===== config.mk =====
export PLATFORM = sky130hd
export DESIGN_NAME = vram_write_arbiter
export DESIGN_NICKNAME = d
export VERILOG_FILES = /design/src/rtl/video_pkg.sv /design/src/rtl/vram_wr_fifo.sv /design/src/rtl/vram_write_arbiter.sv
export SDC_FILE = /design/constraint.sdc
export NUM_CORES = 1
export LEC_CHECK = 0
export ABC_CLOCK_PERIOD_IN_PS = 3300
export BUFFER_PORTS_ARGS = -buffer_cell sky130_fd_sc_hd__buf_2
export CAP_MARGIN = 40
export CORE_AREA = 5 5 138 140
export CTS_BUF_LIST = sky130_fd_sc_hd__clkbuf_16
export DETAILED_ROUTE_END_ITERATION = 12
export DIE_AREA = 0 0 143 145
export PLACE_DENSITY = 0.88
export SLEW_MARGIN = 0
export SYNTH_ARGS = -nofsm -noshare
export SYNTH_HDL_FRONTEND = slang
export SYNTH_HIERARCHICAL = 1
export SYNTH_SLANG_ARGS = --single-unit
export TNS_END_PERCENT = 1

===== constraint.sdc =====
create_clock -name clk_bus -period 3.3 [get_ports clk_bus]
set_clock_uncertainty 0.1 [all_clocks]
set_input_delay 0.66 -clock clk_bus [delete_from_list [all_inputs] [get_ports clk_bus]]
set_output_delay 0.66 -clock clk_bus [all_outputs]
set_load 0.005 [all_outputs]

===== src/rtl/video_pkg.sv =====
// Shared types for the video RAM write path: fill FSM states and the CPU write FIFO entry.
package video_pkg;

  localparam int VRAM_BANK_WORDS = 8192;
  localparam int VRAM_ADDR_W     = 15;

  typedef enum logic [1:0] {
    FILL_IDLE = 2'd0,
    FILL_RUN  = 2'd1,
    FILL_DONE = 2'd2
  } fill_state_e;

  typedef struct packed {
    logic [13:0] addr;
    logic [15:0] data;
    logic [1:0]  wtbt;
  } fifo_entry_t;

  function automatic logic [13:0] fill_word_addr(input logic bank, input logic [12:0] cnt);
    return {bank, cnt};
  endfunction

endpackage


===== src/rtl/vram_wr_fifo.sv =====
// CPU write-through FIFO. A full FIFO refuses a push even when a pop happens that same cycle.
module vram_wr_fifo import video_pkg::*; #(
  parameter int DEPTH = 4
) (
  input  logic                   clk,
  input  logic                   rst,
  input  logic                   push,
  input  fifo_entry_t            push_entry,
  input  logic                   pop,
  output fifo_entry_t            pop_entry,
  output logic [$clog2(DEPTH):0] count,
  output logic                   full
);
  localparam int AW = $clog2(DEPTH);
  localparam int CW = AW + 1;
  localparam logic [CW-1:0] DEPTH_C = CW'(DEPTH);

  fifo_entry_t [DEPTH-1:0] mem_q, mem_d;
  logic [AW-1:0] wr_ptr_q, wr_ptr_d, rd_ptr_q, rd_ptr_d;
  logic [CW-1:0] count_q, count_d;
  logic          full_q, full_d;
  logic          push_ok, pop_ok;

  always_comb begin
    push_ok  = push && (count_q != DEPTH_C);
    pop_ok   = pop && (count_q != '0);
    mem_d    = mem_q;
    if (push_ok) mem_d[wr_ptr_q] = push_entry;
    wr_ptr_d = wr_ptr_q + AW'(push_ok);
    rd_ptr_d = rd_ptr_q + AW'(pop_ok);
    count_d  = count_q + CW'(push_ok) - CW'(pop_ok);
    // Full is a flop so the requester sees it in the same cycle the FIFO refuses pushes.
    full_d   = (count_d == DEPTH_C);
  end

  always_ff @(posedge clk) begin
    if (rst) begin
      mem_q    <= '0;
      wr_ptr_q <= '0;
      rd_ptr_q <= '0;
      count_q  <= '0;
      full_q   <= 1'b0;
    end else begin
      mem_q    <= mem_d;
      wr_ptr_q <= wr_ptr_d;
      rd_ptr_q <= rd_ptr_d;
      count_q  <= count_d;
      full_q   <= full_d;
    end
  end

  assign pop_entry = mem_q[rd_ptr_q];
  assign count     = count_q;
  assign full      = full_q;

endmodule


===== src/rtl/vram_write_arbiter.sv =====
// Single write port of the dual-screen video RAM, shared by queued CPU writes and a bank fill engine.
module vram_write_arbiter import video_pkg::*; #(
  parameter int FIFO_DEPTH = 4,
  parameter int CPU_BURST  = 4,
  parameter int FILL_WORDS = VRAM_BANK_WORDS
) (
  input  logic                   clk_bus,
  input  logic                   bus_reset,
  input  logic [VRAM_ADDR_W-1:0] cpu_addr,
  input  logic [15:0]            cpu_data,
  input  logic [1:0]             cpu_wtbt,
  input  logic                   cpu_we,
  output logic                   cpu_busy,
  input  logic                   fill_start,
  input  logic                   fill_bank,
  input  logic [15:0]            fill_data,
  output logic                   fill_busy,
  output logic                   fill_done,
  output logic [VRAM_ADDR_W-1:0] cache_addr,
  output logic [15:0]            cache_data,
  output logic [1:0]             cache_wtbt,
  output logic                   cache_we
);
  localparam int CW = $clog2(FIFO_DEPTH) + 1;
  localparam int BW = $clog2(CPU_BURST + 1);
  localparam logic [BW-1:0] BURST_MAX = BW'(CPU_BURST);
  localparam logic [12:0]   LAST_WORD = 13'(FILL_WORDS - 1);

  fifo_entry_t   fifo_in, fifo_out;
  logic          fifo_push, fifo_pop, fifo_full;
  logic [CW-1:0] fifo_count;

  fill_state_e   state_q, state_d;
  logic          bank_q, bank_d;
  logic [15:0]   pat_q, pat_d;
  logic [12:0]   cnt_q, cnt_d;
  logic [BW-1:0] burst_q, burst_d;

  logic          grant_cpu, grant_fill;
  logic          s1_vld_q, s1_vld_d;
  fifo_entry_t   s1_ent_q, s1_ent_d;
  logic          cache_we_q, cache_we_d;
  fifo_entry_t   cache_ent_q, cache_ent_d;
  logic          fill_busy_q, fill_busy_d;
  logic          done_s1_q, done_s1_d;
  logic          fill_done_q, fill_done_d;

  // The byte lane select inside a word is carried by wtbt, so address bit 0 is dropped.
  logic unused_addr_lsb;
  assign unused_addr_lsb = cpu_addr[0];

  assign fifo_in   = '{addr: cpu_addr[14:1], data: cpu_data, wtbt: cpu_wtbt};
  assign fifo_push = cpu_we && (cpu_wtbt != 2'b00);

  vram_wr_fifo #(.DEPTH(FIFO_DEPTH)) u_fifo (
    .clk        (clk_bus),
    .rst        (bus_reset),
    .push       (fifo_push),
    .push_entry (fifo_in),
    .pop        (fifo_pop),
    .pop_entry  (fifo_out),
    .count      (fifo_count),
    .full       (fifo_full)
  );

  always_comb begin
    grant_cpu  = (fifo_count != '0) && ((state_q != FILL_RUN) || (burst_q < BURST_MAX));
    grant_fill = !grant_cpu && (state_q == FILL_RUN);
    fifo_pop   = grant_cpu;

    state_d = state_q;
    bank_d  = bank_q;
    pat_d   = pat_q;
    cnt_d   = cnt_q;
    case (state_q)
      FILL_IDLE: if (fill_start) begin
        state_d = FILL_RUN;
        bank_d  = fill_bank;
        pat_d   = fill_data;
        cnt_d   = '0;
      end
      FILL_RUN: if (grant_fill) begin
        cnt_d = cnt_q + 13'd1;
        if (cnt_q == LAST_WORD) state_d = FILL_DONE;
      end
      FILL_DONE: state_d = FILL_IDLE;
      default:   state_d = FILL_IDLE;
    endcase

    // Burst only matters while a fill competes; CPU_BURST grants buy the fill one slot.
    burst_d = burst_q;
    if (state_q != FILL_RUN)       burst_d = '0;
    else if (grant_fill)           burst_d = '0;
    else if (burst_q != BURST_MAX) burst_d = burst_q + BW'(1);

    s1_vld_d = grant_cpu || grant_fill;
    s1_ent_d = s1_ent_q;
    if (grant_cpu)       s1_ent_d = fifo_out;
    else if (grant_fill) s1_ent_d = '{addr: fill_word_addr(bank_q, cnt_q), data: pat_q, wtbt: 2'b11};

    cache_we_d  = s1_vld_q;
    cache_ent_d = s1_vld_q ? s1_ent_q : cache_ent_q;

    // The done pulse rides two stages behind the FSM so it lands after the last write strobe.
    fill_busy_d = (state_d == FILL_RUN);
    done_s1_d   = (state_q == FILL_DONE);
    fill_done_d = done_s1_q;
  end

  always_ff @(posedge clk_bus) begin
    if (bus_reset) begin
      state_q     <= FILL_IDLE;
      bank_q      <= 1'b0;
      pat_q       <= '0;
      cnt_q       <= '0;
      burst_q     <= '0;
      s1_vld_q    <= 1'b0;
      s1_ent_q    <= '0;
      cache_we_q  <= 1'b0;
      cache_ent_q <= '0;
      fill_busy_q <= 1'b0;
      done_s1_q   <= 1'b0;
      fill_done_q <= 1'b0;
    end else begin
      state_q     <= state_d;
      bank_q      <= bank_d;
      pat_q       <= pat_d;
      cnt_q       <= cnt_d;
      burst_q     <= burst_d;
      s1_vld_q    <= s1_vld_d;
      s1_ent_q    <= s1_ent_d;
      cache_we_q  <= cache_we_d;
      cache_ent_q <= cache_ent_d;
      fill_busy_q <= fill_busy_d;
      done_s1_q   <= done_s1_d;
      fill_done_q <= fill_done_d;
    end
  end

  assign cpu_busy   = fifo_full;
  assign fill_busy  = fill_busy_q;
  assign fill_done  = fill_done_q;
  assign cache_we   = cache_we_q;
  assign cache_addr = {cache_ent_q.addr, 1'b0};
  assign cache_data = cache_ent_q.data;
  assign cache_wtbt = cache_ent_q.wtbt;

endmodule


==> flow_summary.json <==
{
  "min_path_cells": 3,
  "starting_density_of_the_core_pct": 57.2,
  "synth_sequential_area_ratio_pct": 47.4,
  "worstHoldPathType": "in -> reg",
  "placedInstanceArea_um2": 10700,
  "power.static_leakage_nw": 4.70,
  "cts.repair_timing.setup_buffer_count": 0,
  "grt_pass1_vias": 7324,
  "grt_start_max_net_pins": 122,
  "holdPathEnd": "pat_q[7]",
  "clk_path_buf_depth": 3,
  "min-delay-start": "fill_data[7]",
  "die_width_um": 143,
  "cell_types_occupying_the_most_area_after_synthesis": "sky130_fd_sc_hd__dfxtp_1 47%, sky130_fd_sc_hd__mux2i_1 13%, sky130_fd_sc_hd__nand2b_1 8.2%, sky130_fd_sc_hd__mux4_2 7.1%, sky130_fd_sc_hd__a222oi_1 3.0%",
  "clock_tree_from_tritoncts": "built",
  "first_iter_violations": 818,
  "clk-insertion-delay-late_ps": 520,
  "fin_ws_ps": 523,
  "post_cts_hold_buffer_count": 0,
  "rsz0062_at_grt": "no",
  "fin_util_pct": 64.4,
  "r2r_setup_slack_ps": 520,
  "max_cap_viol_count": 0,
  "place_congestion": 0.810,
  "use_met3_pct": 4.54,
  "cts_sinks": 240,
  "via_count": 7524,
  "yosysWarnings": 6,
  "achievable-frequency_mhz": 360,
  "postSynthCellCount": 979,
  "layout_worst_path_cycle_share_pct": 84.2,
  "dp_hpwl_mm": 14.4,
  "timing.critical_path.arrival_ps": 3060,
  "synth.largest_area_cell": "sky130_fd_sc_hd__dfxtp_1",
  "route.final.wire_length_mm": 23.0,
  "synth_area_per_cell_um2": 10.3,
  "reg2reg_to": "u_fifo/full",
  "grt_use_met2_pct": 34.3,
  "gr-total-overflow": 0,
  "timing_max_transition_violations_final": 0,
  "crit_path_cell_trace": "nor2b_1 > a21o_2 > inv_1 > o31ai_1 > xor2_1 > ha_1 > fa_1 > xnor2_1 > xnor2_1 > nor4_1",
  "mappedNetlistNets": 1039,
  "grt_first_pass_wirelength_mm": 37.4,
  "post_synth_num_cell_types": 51,
  "drive_gt1_share_pct": 17.9,
  "worst_ir_drop_vdd_v": 0.000359,
  "design.die.area_um2": 20700,
  "finalInstanceArea_um2": 11400,
  "antenna_left": 0,
  "num_antenna_cells": 0,
  "chipHeight_um": 145,
  "reg2reg_depth": 10,
  "worst_path_max_delay_cell": "sky130_fd_sc_hd__dfxtp_1",
  "netlist_area_um2": 10100,
  "number_of_enable_type_register_cells_in_the_synthesized_netlist": 0,
  "critical_path.most_common_cell": "sky130_fd_sc_hd__xnor2_1",
  "ys.flop_type": "sky130_fd_sc_hd__dfxtp_1",
  "port-buffer-count": 88,
  "setup_total_negative_slack_ps": 0,
  "post-place-ws_ps": 675,
  "crit_path_start_kind": "flip-flop",
  "rows": 49,
  "htree_levels": 1,
  "p_per_area_nw_per_um2": 642,
  "layoutNonFillerInstCount": 1281,
  "synthArstFlopShare_pct": 0,
  "critPathMaxFanout": 7,
  "globalRouteMet1Util_pct": 30.1,
  "floorplan.io_pins": 91,
  "crit_path_end_kind": "flip-flop",
  "grt.total_usage_pct": 21.7,
  "r2r-start": "state_q[0]",
  "coreArea_um2": 17700,
  "detailedRoute.firstPassIterationCount": 9,
  "synth.ff_latch_count": 240,
  "worstPathRequired_ps": 3590,
  "number_of_antenna_violations_at_the_first_check_in_global_routing": 0,
  "finalHoldViolCount": 0,
  "remaining_drc_errors": 0,
  "cts_root_cell": "sky130_fd_sc_hd__clkbuf_16",
  "worstSetupPathType": "reg -> reg",
  "post-layout-total-power_mw": 7.32,
  "max_stage_delay_ps": 430,
  "post-synth-top-area-fraction_pct": 47.4,
  "grt_busiest_layer": "met2",
  "worst_pin_slew_ps": 665,
  "detail_route.wl_per_cell_um": 17.9,
  "run_status": "finished, final reports clean",
  "final_hold_slack_ps": 275,
  "clkTransAtPathRegs_ps": 60,
  "areaGrowthSynthToFinish_pct": 12.6,
  "placed_cells_incl_taps": 1239,
  "final-setup-viol-count": 0,
  "vias_per_cell": 5.87,
  "post_cts_resized": 0,
  "num-nets-final": 1095,
  "max_slew_margin_pct": 55.7,
  "min_period_ps": 2780,
  "numCtsBuffers": 23
}
critical path: cells and delay by family, from the launching register on:
family	cells	cell delay [ps]
flops	1	430
xor+xnor	3	430
buf+inv	1	70
fa+ha+maj	2	590
simple gates	2	650
compound gates	2	380
worst max path at each step:
stage,end,from,depth (start not counted)
after floorplan,u_fifo/full,u_fifo/count[1],11
after detailed placement,u_fifo/full,cpu_wtbt[1],9
after global placement,u_fifo/full,cpu_wtbt[1],9
after global routing,u_fifo/full,state_q[0],10
after CTS,u_fifo/full,state_q[0],10
final,u_fifo/full,state_q[0],10
power by group:
| part | switching (mW) | internal (mW) | leakage, nW |
|---|---|---|---|
| Combinational | 0.878 | 0.643 | 2.39 |
| Clock | 1.11 | 1.43 | 0.362 |
| Sequential | 0.156 | 3.11 | 1.95 |
| Total | 2.14 | 5.18 | 4.70 |
layer usage:
layer	vias to the layer above	share of wire [%]
li1	3548	-
met1	3651	43
met2	283	47
met3	42	8.0
met4	0	2.1
met5	-	0
registers in the layout, indices dropped and copies added (netlist names):
name / cells
cache_wtbt: 2
cache_we: 1
u_fifo/wr_ptr_q: 2
state_q: 2
cache_data: 16
bank_q: 1
cnt_q: 13
s1_ent_q: 32
fill_busy: 1
burst_q: 3
pat_q: 16
cache_we_d: 1
u_fifo/full: 1
cache_addr: 14
u_fifo/count: 3
done_s1_q: 1
u_fifo/mem_q: 128
u_fifo/rd_ptr_q: 2
fill_done: 1
cells in the mapped netlist (2+ instances only):
| cell | count |
|---|---|
| sky130_fd_sc_hd__a21oi_1 | 23 |
| sky130_fd_sc_hd__o21a_1 | 2 |
| sky130_fd_sc_hd__nand3_1 | 6 |
| sky130_fd_sc_hd__nand2_1 | 45 |
| sky130_fd_sc_hd__and4b_1 | 2 |
| sky130_fd_sc_hd__or4_1 | 4 |
| sky130_fd_sc_hd__o21ai_0 | 60 |
| sky130_fd_sc_hd__nand2b_1 | 132 |
| sky130_fd_sc_hd__clkbuf_1 | 52 |
| sky130_fd_sc_hd__a31o_2 | 2 |
| sky130_fd_sc_hd__inv_1 | 6 |
| sky130_fd_sc_hd__buf_4 | 6 |
| sky130_fd_sc_hd__and3_1 | 3 |
| sky130_fd_sc_hd__xnor2_1 | 4 |
| sky130_fd_sc_hd__mux2i_1 | 130 |
| sky130_fd_sc_hd__nand4_1 | 3 |
| sky130_fd_sc_hd__o22ai_1 | 3 |
| sky130_fd_sc_hd__or3_1 | 2 |
| sky130_fd_sc_hd__ha_1 | 5 |
| sky130_fd_sc_hd__o211ai_1 | 3 |
| sky130_fd_sc_hd__buf_2 | 11 |
| sky130_fd_sc_hd__o21ai_1 | 5 |
| sky130_fd_sc_hd__o31ai_1 | 3 |
| sky130_fd_sc_hd__a222oi_1 | 30 |
| sky130_fd_sc_hd__xor2_1 | 6 |
| sky130_fd_sc_hd__buf_1 | 3 |
| sky130_fd_sc_hd__nor3b_1 | 5 |
| sky130_fd_sc_hd__dfxtp_1 | 240 |
| sky130_fd_sc_hd__nor4_1 | 3 |
| sky130_fd_sc_hd__nor2b_1 | 39 |
| sky130_fd_sc_hd__nor2_1 | 78 |
| sky130_fd_sc_hd__nand3b_1 | 3 |
| sky130_fd_sc_hd__buf_6 | 7 |
| sky130_fd_sc_hd__a21o_1 | 2 |
| sky130_fd_sc_hd__nor3_1 | 4 |
| sky130_fd_sc_hd__mux4_2 | 32 |
cells by family (layout without fill, tap and decap cells):
family / Yosys count / after routing / share of synthesized area, %
AO/OA/AOI/OAI: 139 / 139 / 8.92
XOR/XNOR: 10 / 10 / 0.864
adder cells (fa/ha/maj): 6 / 6 / 0.815
buffers and inverters: 85 / 158 / 4.03
flip-flops: 240 / 240 / 47.4
multiplexers: 162 / 162 / 20.0
other: 1 / 1 / 0.0370
AND/OR/NAND/NOR: 336 / 336 / 18.0
cells in the final DEF (no fill, tap or decap), drive strengths merged, types with 3 or more instances in the layout:
cell type,n
o211ai,3
a21oi,23
nor2b,39
nor2,78
and3,3
clkbuf,23
mux2i,130
nand2,45
a222oi,30
or3,3
nor3,4
nand2b,132
o22ai,3
o21ai,65
ha,5
o31ai,3
xor2,6
xnor2,4
mux4,32
nor3b,5
nand3,6
dfxtp,240
nor4,3
or4,4
buf,110
inv,9
nand4,3
clkinv,12
nand3b,3
a21o,3
area by class of cell:
| class | instances | area (µm²) |
|---|---|---|
| Sequential cell | 240 | 4810 |
| Timing Repair Buffer | 110 | 637 |
| Fill cell | 1314 | 6310 |
| Inverter | 6 | 22.5 |
| Tap cell | 229 | 287 |
| Clock buffer | 23 | 576 |
| Multi-Input combinational cell | 654 | 4940 |
| Clock inverter | 19 | 145 |
Note: power is estimated with default switching activity, not from simulation.
